## src/rtl/exp_pkg.sv

```systemverilog
// rtl/exp_pkg.sv - shared types and widths for the exponent job dispatcher
package exp_pkg;

    localparam int EXP_WIDTH = 32;

    typedef enum logic [1:0] {
        IDLE      = 2'd0,
        WAIT_BUSY = 2'd1,
        WAIT_DONE = 2'd2,
        HOLD      = 2'd3
    } state_t;

    typedef struct packed {
        logic [EXP_WIDTH-1:0] a;
        logic [EXP_WIDTH-1:0] x;
    } exp_job_t;

endpackage

```

## src/rtl/exp_job_fifo.sv

```systemverilog
// rtl/exp_job_fifo.sv - DEPTH-entry job FIFO with registered occupancy count
module exp_job_fifo
    import exp_pkg::*;
#(
    parameter int DEPTH = 4
) (
    input  logic     clock,
    input  logic     reset,
    input  logic     push,
    input  exp_job_t push_job,
    input  logic     pop,
    output exp_job_t head_job,
    output logic     full,
    output logic     empty
);

    localparam int AW = $clog2(DEPTH);
    localparam logic [AW:0] FULL_COUNT = (AW + 1)'(DEPTH);

    exp_job_t      mem [DEPTH];
    logic [AW-1:0] wr_ptr;
    logic [AW-1:0] rd_ptr;
    logic [AW:0]   count;
    logic          do_push;
    logic          do_pop;

    assign full     = (count == FULL_COUNT);
    assign empty    = (count == '0);
    assign do_push  = push && !full;
    assign do_pop   = pop && !empty;
    assign head_job = mem[rd_ptr];

    // Pointers wrap naturally because DEPTH is a power of two.
    always_ff @(posedge clock) begin
        if (reset) begin
            wr_ptr <= '0;
            rd_ptr <= '0;
            count  <= '0;
        end else begin
            if (do_push) wr_ptr <= wr_ptr + 1'b1;
            if (do_pop)  rd_ptr <= rd_ptr + 1'b1;
            if (do_push && !do_pop)      count <= count + 1'b1;
            else if (!do_push && do_pop) count <= count - 1'b1;
        end
    end

    // Storage needs no reset; occupancy alone defines which entries are live.
    always_ff @(posedge clock) begin
        if (do_push) mem[wr_ptr] <= push_job;
    end

endmodule

```

## src/rtl/exp_job_dispatcher.sv

```systemverilog
// rtl/exp_job_dispatcher.sv - queues (a, x) jobs, runs the exponent core one at a time; optional EXP_DISPATCH_STATS_EN
module exp_job_dispatcher
    import exp_pkg::*;
#(
    parameter int WIDTH = EXP_WIDTH,
    parameter int DEPTH = 4
) (
    input  logic             clock,
    input  logic             reset,
    input  logic             in_valid,
    input  logic [WIDTH-1:0] in_a,
    input  logic [WIDTH-1:0] in_x,
    output logic             in_ready,
    output logic             core_enable,
    output logic [WIDTH-1:0] core_a,
    output logic [WIDTH-1:0] core_x,
    input  logic             core_ready,
    input  logic [WIDTH-1:0] core_p,
    output logic             out_valid,
    output logic [WIDTH-1:0] out_p,
    input  logic             out_ready
`ifdef EXP_DISPATCH_STATS_EN
    ,
    output logic [31:0]      stat_jobs,
    output logic [31:0]      stat_busy
`endif
);

    state_t   state;
    state_t   state_next;
    exp_job_t push_job;
    exp_job_t head_job;
    logic     fifo_full;
    logic     fifo_empty;
    logic     fifo_push;
    logic     job_pop;
    logic     load_result;
    logic     result_taken;

    // Held low while reset is asserted so nothing is accepted into a FIFO being cleared.
    assign in_ready   = !reset && !fifo_full;
    assign fifo_push  = in_valid && in_ready;
    assign push_job.a = in_a;
    assign push_job.x = in_x;

    exp_job_fifo #(
        .DEPTH (DEPTH)
    ) u_fifo (
        .clock    (clock),
        .reset    (reset),
        .push     (fifo_push),
        .push_job (push_job),
        .pop      (job_pop),
        .head_job (head_job),
        .full     (fifo_full),
        .empty    (fifo_empty)
    );

    // State register.
    always_ff @(posedge clock) begin
        if (reset) state <= IDLE;
        else       state <= state_next;
    end

    // Next state: start, see the core go busy, see it finish, wait for the result to be taken.
    always_comb begin
        state_next = state;
        case (state)
            IDLE:      if (!fifo_empty && core_ready) state_next = WAIT_BUSY;
            WAIT_BUSY: if (!core_ready)               state_next = WAIT_DONE;
            WAIT_DONE: if (core_ready)                state_next = HOLD;
            HOLD:      if (out_ready)                 state_next = IDLE;
            default:                                  state_next = IDLE;
        endcase
    end

    // Control strobes decoded from the current state.
    always_comb begin
        job_pop      = (state == IDLE) && !fifo_empty && core_ready;
        load_result  = (state == WAIT_DONE) && core_ready;
        result_taken = (state == HOLD) && out_ready;
    end

    // Core operands stay put from the start pulse until the next job is popped.
    always_ff @(posedge clock) begin
        if (reset) begin
            core_enable <= 1'b0;
            core_a      <= '0;
            core_x      <= '0;
            out_valid   <= 1'b0;
            out_p       <= '0;
        end else begin
            core_enable <= job_pop;
            if (job_pop) begin
                core_a <= head_job.a;
                core_x <= head_job.x;
            end
            if (load_result) begin
                out_p     <= core_p;
                out_valid <= 1'b1;
            end else if (result_taken) begin
                out_valid <= 1'b0;
            end
        end
    end

`ifdef EXP_DISPATCH_STATS_EN
    // Job count wraps; busy-cycle count sticks at all-ones.
    always_ff @(posedge clock) begin
        if (reset) begin
            stat_jobs <= '0;
            stat_busy <= '0;
        end else begin
            if (result_taken) stat_jobs <= stat_jobs + 32'd1;
            if ((state != IDLE) && (stat_busy != 32'hFFFF_FFFF)) stat_busy <= stat_busy + 32'd1;
        end
    end
`endif

endmodule
```

## config.mk

```make
export PLATFORM = sky130hd
export DESIGN_NAME = exp_job_dispatcher
export DESIGN_NICKNAME = d
export VERILOG_FILES = /design/src/rtl/exp_pkg.sv /design/src/rtl/exp_job_fifo.sv /design/src/rtl/exp_job_dispatcher.sv
export SDC_FILE = /design/constraint.sdc
export NUM_CORES = 1
export LEC_CHECK = 0
export ABC_AREA = 1
export CORE_MARGIN = 8
export CORE_UTILIZATION = 57
export CTS_CLUSTER_DIAMETER = 100
export CTS_CLUSTER_SIZE = 12
export DETAILED_ROUTE_END_ITERATION = 10
export DONT_BUFFER_PORTS = 1
export GPL_ROUTABILITY_DRIVEN = 0
export MAX_ROUTING_LAYER = met4
export PLACE_DENSITY = 0.75
export SKIP_CTS_REPAIR_TIMING = 1
export SLEW_MARGIN = 20
export SYNTH_ARGS = -nofsm -noshare
export SYNTH_HDL_FRONTEND = slang
export SYNTH_SLANG_ARGS = --single-unit
```

## constraint.sdc

```tcl
create_clock -name clock -period 4 [get_ports clock]
set_clock_uncertainty 0.2 [all_clocks]
set_input_delay 0.6 -clock clock [delete_from_list [all_inputs] [get_ports clock]]
set_output_delay 0.6 -clock clock [all_outputs]
set_load 0.01 [all_outputs]
```

==> results of run 1 <==
==> power by group through the flow <==
stage	sequential (mW)	clock, mW	combinational [mW]
6_report	5.00	3.11	1.86
5_1_grt	5.05	3.31	2.13
4_1_cts	5.01	3.16	1.79
3_5_place_dp	5.08	0	1.78
3_3_place_gp	5.07	0	1.72
2_1_floorplan	4.91	0	1.57
==> final cells by class <==
cell class / count / area (sq um) / share of cell area, %
Clock inverter: 2 / 27.5 / 0.174
Sequential cell: 363 / 9830 / 62.0
Clock buffer: 64 / 1050 / 6.62
Multi-Input combinational cell: 801 / 3630 / 22.9
Antenna cell: 3 / 7.51 / 0.0474
Inverter: 21 / 80.1 / 0.505
Tap cell: 324 / 405 / 2.56
Timing Repair Buffer: 79 / 818 / 5.16
==> final timing paths <==
kind	endpoint	slack, ns	from	cells after the start
setup / recovery	u_fifo.rd_ptr[0]	1.36	state[0]	7
hold / removal	core_a[26]	0.05	reset	2
setup reg to reg	u_fifo.rd_ptr[0]	1.36	state[0]	7
hold reg to reg	u_fifo.count[2]	0.30	u_fifo.count[2]	2
==> cells in the final DEF, fill, tap and decap left out, drive strengths merged <==
| master | Yosys | final |
|---|---|---|
| a21oi | 8 | 8 |
| buf | 50 | 14 |
| clkbuf | 24 | 64 |
| clkinv | 0 | 2 |
| dfxtp | 107 | 107 |
| diode | 0 | 3 |
| dlygate4sd3 | 0 | 65 |
| edfxtp | 256 | 256 |
| fa | 1 | 1 |
| ha | 10 | 10 |
| inv | 21 | 21 |
| nand2 | 86 | 86 |
| nand3 | 6 | 6 |
| nor2 | 462 | 462 |
| o21ai | 162 | 162 |
| o21bai | 64 | 64 |
| xor2 | 2 | 2 |
==> flip-flops by register name, summed over array words and instances (netlist names) <==
signal,flops
core_a,32
core_x,32
u_fifo.mem,256
out_valid,1
out_p,32
u_fifo.count,3
u_fifo.wr_ptr,2
core_enable,1
u_fifo.rd_ptr,2
state,2
==> logic make-up after synthesis <==
family	after synthesis	share of synthesized area (%)
AO/OA/AOI/OAI	234	9.53
flip-flops	363	70.4
AND/OR/NAND/NOR	554	15.0
buffers and inverters	95	3.93
XOR/XNOR	2	0.125
adder cells (fa/ha/maj)	11	1.04
==> stage by stage <==
stage / std cells / total power [mW] / hold slack [ns]
floorplan: 1259 / 6.48 / 0.267
global placement: 1523 / 6.79 / 0.284
detailed placement: 1523 / 6.86 / 0.291
CTS: 1589 / 9.96 / -0.0522
global route: 1657 / 10.5 / 0.0363
finish: 1657 / 9.97 / 0.0463
==> critical path: cells and delay by family (launching register included) <==
family                   cells  cell delay [ns]
flip-flops                   1             0.34
AND/OR/NAND/NOR              2             0.53
buffers and inverters        3             1.09
adder cells (fa/ha/maj)      1             0.23
AO/OA/AOI/OAI                1             0.14
==> layer usage <==
layer / share of wire (%) / track usage [%] / up-vias
li1: - / - / 4325
met4: 2.4 / 7.54 / 0
met5: 0 / - / -
met1: 41 / 23.6 / 4261
met2: 49 / 31.9 / 350
met3: 7.3 / 5.73 / 51
==> flow_summary.ini, run 1 <==
[worst_setup_path]
crit_chain = inv_1 > ha_1 > nand3_4 > inv_2 > buf_12 > nand2_1 > a21oi_1
cp.arrival_ns = 2.86
critPathCaptureType = flop
critPathMaxFanout = 37
start_kind = flop
required_ns = 4.22
slowest_stage = inv_2
slowest_delay_ns = 0.67
criticalPathCategory = flop to flop

[place]
dpl_worst_slack_ns = 1.19
portBuffers = 0
dp_hpwl_mm = 16.3
placed_area_sq_mm = 0.0141

[clock_network]
tritoncts = yes
cts_root_buffer = clkbuf_16
clkLatencyLatePin_ns = 0.51
cts_made_buffers = 36
clockBufferDepth = 3
htreeDepth = 2
clk_pin_slew_ns = 0.06
clkSinkCount = 363

[floorplan]
num_rows = 57
initial_core_util_pct = 57.8
core_area_sq_mm = 0.0242
die_x_um = 173
pin_count = 200
die_h_um = 173
dieArea_sq_mm = 0.0298

[logic_synthesis]
syn_nets = 1371
synthTopCellsByCount = 461 x nor2_1, 256 x edfxtp_1, 149 x o21ai_0, 107 x dfxtp_1, 85 x nand2_1
synth_most_common_cell = nor2_1
yosysSeqAreaShare_pct = 70.4
ys_warn_count = 0
synth_top_area_share_pct = 55.0
synthFlopType = edfxtp_1
synthTopCellsByArea = edfxtp_1 55%, dfxtp_1 15%, nor2_1 12%, o21ai_0 5.3%, o21bai_1 3.4%
avgSynthCellArea_sq_um = 11.1
synth_cell_types = 23
synth_seq_cells = 363
synth_cells = 1259
synth-edff-count = 256
synth.cell_area_sq_mm = 0.0140
synth_top_area_cell = edfxtp_1
async_reset_ff_share_pct = 0

[run_status]
status = complete, no violations

[flow_run]
cap_violations = 0

[worst_hold_path]
worstHoldPathType = input port to flop

[grt]
grt_overflow = 0
grt_use_total_pct = 19.9
grt_pass1_wl_mm = 46.5
grt_start_max_net_pins = 98
grt_pass1_vias = 8546
antenna_found_initial = 3

[route]
avgRoutedWirePerCell_um = 18.2
drt_wl_total_mm = 30.1
first_iter_violations = 689
ant_nets = 0
drc = 0
vias = 8987
dr.pass1.iters = 5
viasPerCell = 5.42

[pwr]
worst_ir_drop_vdd_v = 0.000399
cellPowerDensity_mw_per_mm2 = 629
seqPwrFrac_pct = 50.1
power_switching_mw = 3.07
netSwitchingFraction_pct = 30.8
p_clk_share_pct = 31.2
p_int_mw = 6.90
comb_power_share_pct = 18.7
p_leak_nw = 6.00

[timing]
fin_crit_ns = 2.64
finalSetupViolCount = 0
relSlewSlack_pct = 31.7
post-route-period-util_pct = 66.0
hold_viol_final = 0
grt_setup_unrepaired = false
tightest_slew_ns = 1.02
max_freq_ghz = 0.379
fin_ws_ns = 1.36
tns_ns = 0
maxSlewViolCount = 0

[cells_and_area]
nNetsFinal = 1414
final_util_pct = 65.6
final_area_sq_mm = 0.0159
areaGrowthSynthToFinish_pct = 13.5
fillers = 1745
drive_gt1_share_pct = 5.11
(Power assumes the default switching activity.)
==> inputs of run 2 (changes only) <==
==> constraint.sdc (replaced) <==
create_clock -name clock -period 2.15 [get_ports clock]
set_clock_uncertainty 0.2 [all_clocks]
set_input_delay 0.3225 -clock clock [delete_from_list [all_inputs] [get_ports clock]]
set_output_delay 0.3225 -clock clock [all_outputs]
set_load 0.01 [all_outputs]
==> run 2 against run 1 <==
Against the previous run:
- the run now ends with hold timing left
- via count grew 2.5%
- flip-flop and latch count is the same
- sequential power grew 85%
- non-clock buffer count grew 49
- utilization grew 2.5 points
- worst setup slack lost 1.3 ns
- clock-buffer cell count shrank 2
- final cell count grew 2.9%
- hold slack lost 0.056 ns
- combinational power grew 110%
- largest cell class unchanged
- largest power group unchanged
- highest routed layer unchanged
==> flow_summary.ini, run 2 (same netlist as run 1, synthesis figures left out) <==
[cells_and_area]
layout.cells.non_filler = 1705
drive_gt1_share_pct = 6.75
multi_input_area_sq_mm = 0.00367
top_register = u_fifo.mem
layout_common_cells = 457 x nor2_1, 256 x edfxtp_1, 147 x o21ai_0
nNetsFinal = 1463
ff_latch_area_sq_mm = 0.00985
areaGrowthSynthToFinish_pct = 17.7
mostFrequentLayoutCell = nor2_1
largest_register_ffs = 256
fillers = 1676

[pwr]
p_clk_share_pct = 30.1
seqPwrFrac_pct = 49.2
p_leak_nw = 6.25
cellPowerDensity_mw_per_mm2 = 1140
comb_power_share_pct = 20.7
netSwitchingFraction_pct = 30.9
p_int_mw = 13.0
worst_ir_drop_vdd_v = 0.000847
power_switching_mw = 5.81

[floorplan]
die_h_um = 173
core_area_sq_mm = 0.0242
pin_count = 200
initial_core_util_pct = 57.8
num_rows = 57
dieArea_sq_mm = 0.0298
die_x_um = 173

[timing]
tightest_slew_ns = 0.949
relSlewSlack_pct = 36.7
whs_ns = -0.00989
finalSetupViolCount = 0
maxSlewViolCount = 0
post-route-period-util_pct = 96.1
tns_ns = 0
fin_crit_ns = 2.07
grt_setup_unrepaired = false
max_freq_ghz = 0.484
hold_viol_final = 2

[route]
avgRoutedWirePerCell_um = 18.5
vias = 9211
ant_nets = 0
drc = 0
drt_wl_total_mm = 31.5
dr.pass1.iters = 5
viasPerCell = 5.40
first_iter_violations = 758

[worst_setup_path]
worstRegToRegCells = 8
criticalPathCategory = flop to flop
worstSetupPathDepth = 8
slowest_delay_ns = 0.36
crit_chain = inv_2 > ha_4 > nand3_4 > buf_12 > inv_2 > buf_12 > o21bai_1 > nor2_1
critical_path_buf_inv_count = 4
critPathMaxFanout = 68
critPathCaptureType = flop
start_kind = flop
slowest_stage = dfxtp_2
cp.arrival_ns = 2.25
cpLargestDelayFamily = buffers and inverters
required_ns = 2.34

[grt]
grt_pass1_vias = 8627
grt_use_total_pct = 20.3
grt_start_max_net_pins = 73
grt_overflow = 0
antenna_found_initial = 3
grt_pass1_wl_mm = 47.3

[clock_network]
cts_root_buffer = clkbuf_16
tritoncts = yes
clkSinkCount = 363
cts_made_buffers = 36
clkLatencyLatePin_ns = 0.51
htreeDepth = 2
clk_pin_slew_ns = 0.06
clockBufferDepth = 3

[run_status]
status = finished with violations
violations = hold timing

[place]
dp_cells = 1535
portBuffers = 0
dp_hpwl_mm = 18.3

[flow_run]
cap_violations = 0

[worst_hold_path]
min_path_cells = 5
worstHoldPathType = input port to flop
## run 2: changes by cell type in the layout (fill, tap and decap cells not counted), sizes merged
cell	delta
dlygate4sd3	+36
clkinv	-1
inv	+2
buf	+13
clkbuf	-2
## run 2: layout make-up
cell class / instances / area share [%]
antenna: 3 / 0.0457
clock inverter: 3 / 0.175
timing repair buffer: 128 / 8.42
clock buffer: 62 / 6.20
sequential: 363 / 59.9
multi-input combinational: 801 / 22.3
inverter: 21 / 0.502
tap: 324 / 2.47
## run 2: final timing paths
| path | startpoint | end | slack (ns) |
|---|---|---|---|
| hold / removal | core_ready | state[1] | -0.01 |
| hold reg to reg | u_fifo.count[2] | u_fifo.count[2] | 0.31 |
| setup / recovery | state[0] | core_x[17] | 0.08 |
| setup reg to reg | state[0] | core_x[17] | 0.08 |
## run 2: power groups by stage
stage	Sequential, mW	Combinational, mW	Clock [mW]
finish	9.25	3.89	5.67
global route	9.33	4.39	6.03
CTS	9.26	3.65	5.77
detailed placement	9.40	3.61	0
global placement	9.37	3.50	0
floorplan	9.14	2.97	0
## run 2: per-stage QoR
step | util [%] | setup slack [ns] | area, sq um | power [mW] | hold WS (ns)
floorplan | - | -0.0923 | 14000 | 12.1 | 0.221
global placement | 59.3 | 0.0528 | 14300 | 12.9 | 0.203
detailed placement | 59.3 | -0.00335 | 14300 | 13.0 | 0.210
CTS | 63.6 | -0.0175 | 15400 | 18.7 | -0.333
global route | 68.0 | 0.0149 | 16400 | 19.8 | 0.0111
finish | 68.0 | 0.0847 | 16400 | 18.8 | -0.00989
## run 2: tightest hold or removal path: cells and delay by family
family / cells / cell delay (ns)
AOI/OAI and AO/OA: 1 / 0.14
and+or+nand+nor: 4 / 0.19
## run 2: layer usage
metal / vias up / track usage [%] / part of all wire, %
met5: - / - / 0
met4: 0 / 6.38 / 1.5
met3: 38 / 5.51 / 6.8
met2: 333 / 34.2 / 51
met1: 4399 / 23.3 / 41
li1: 4441 / - / -
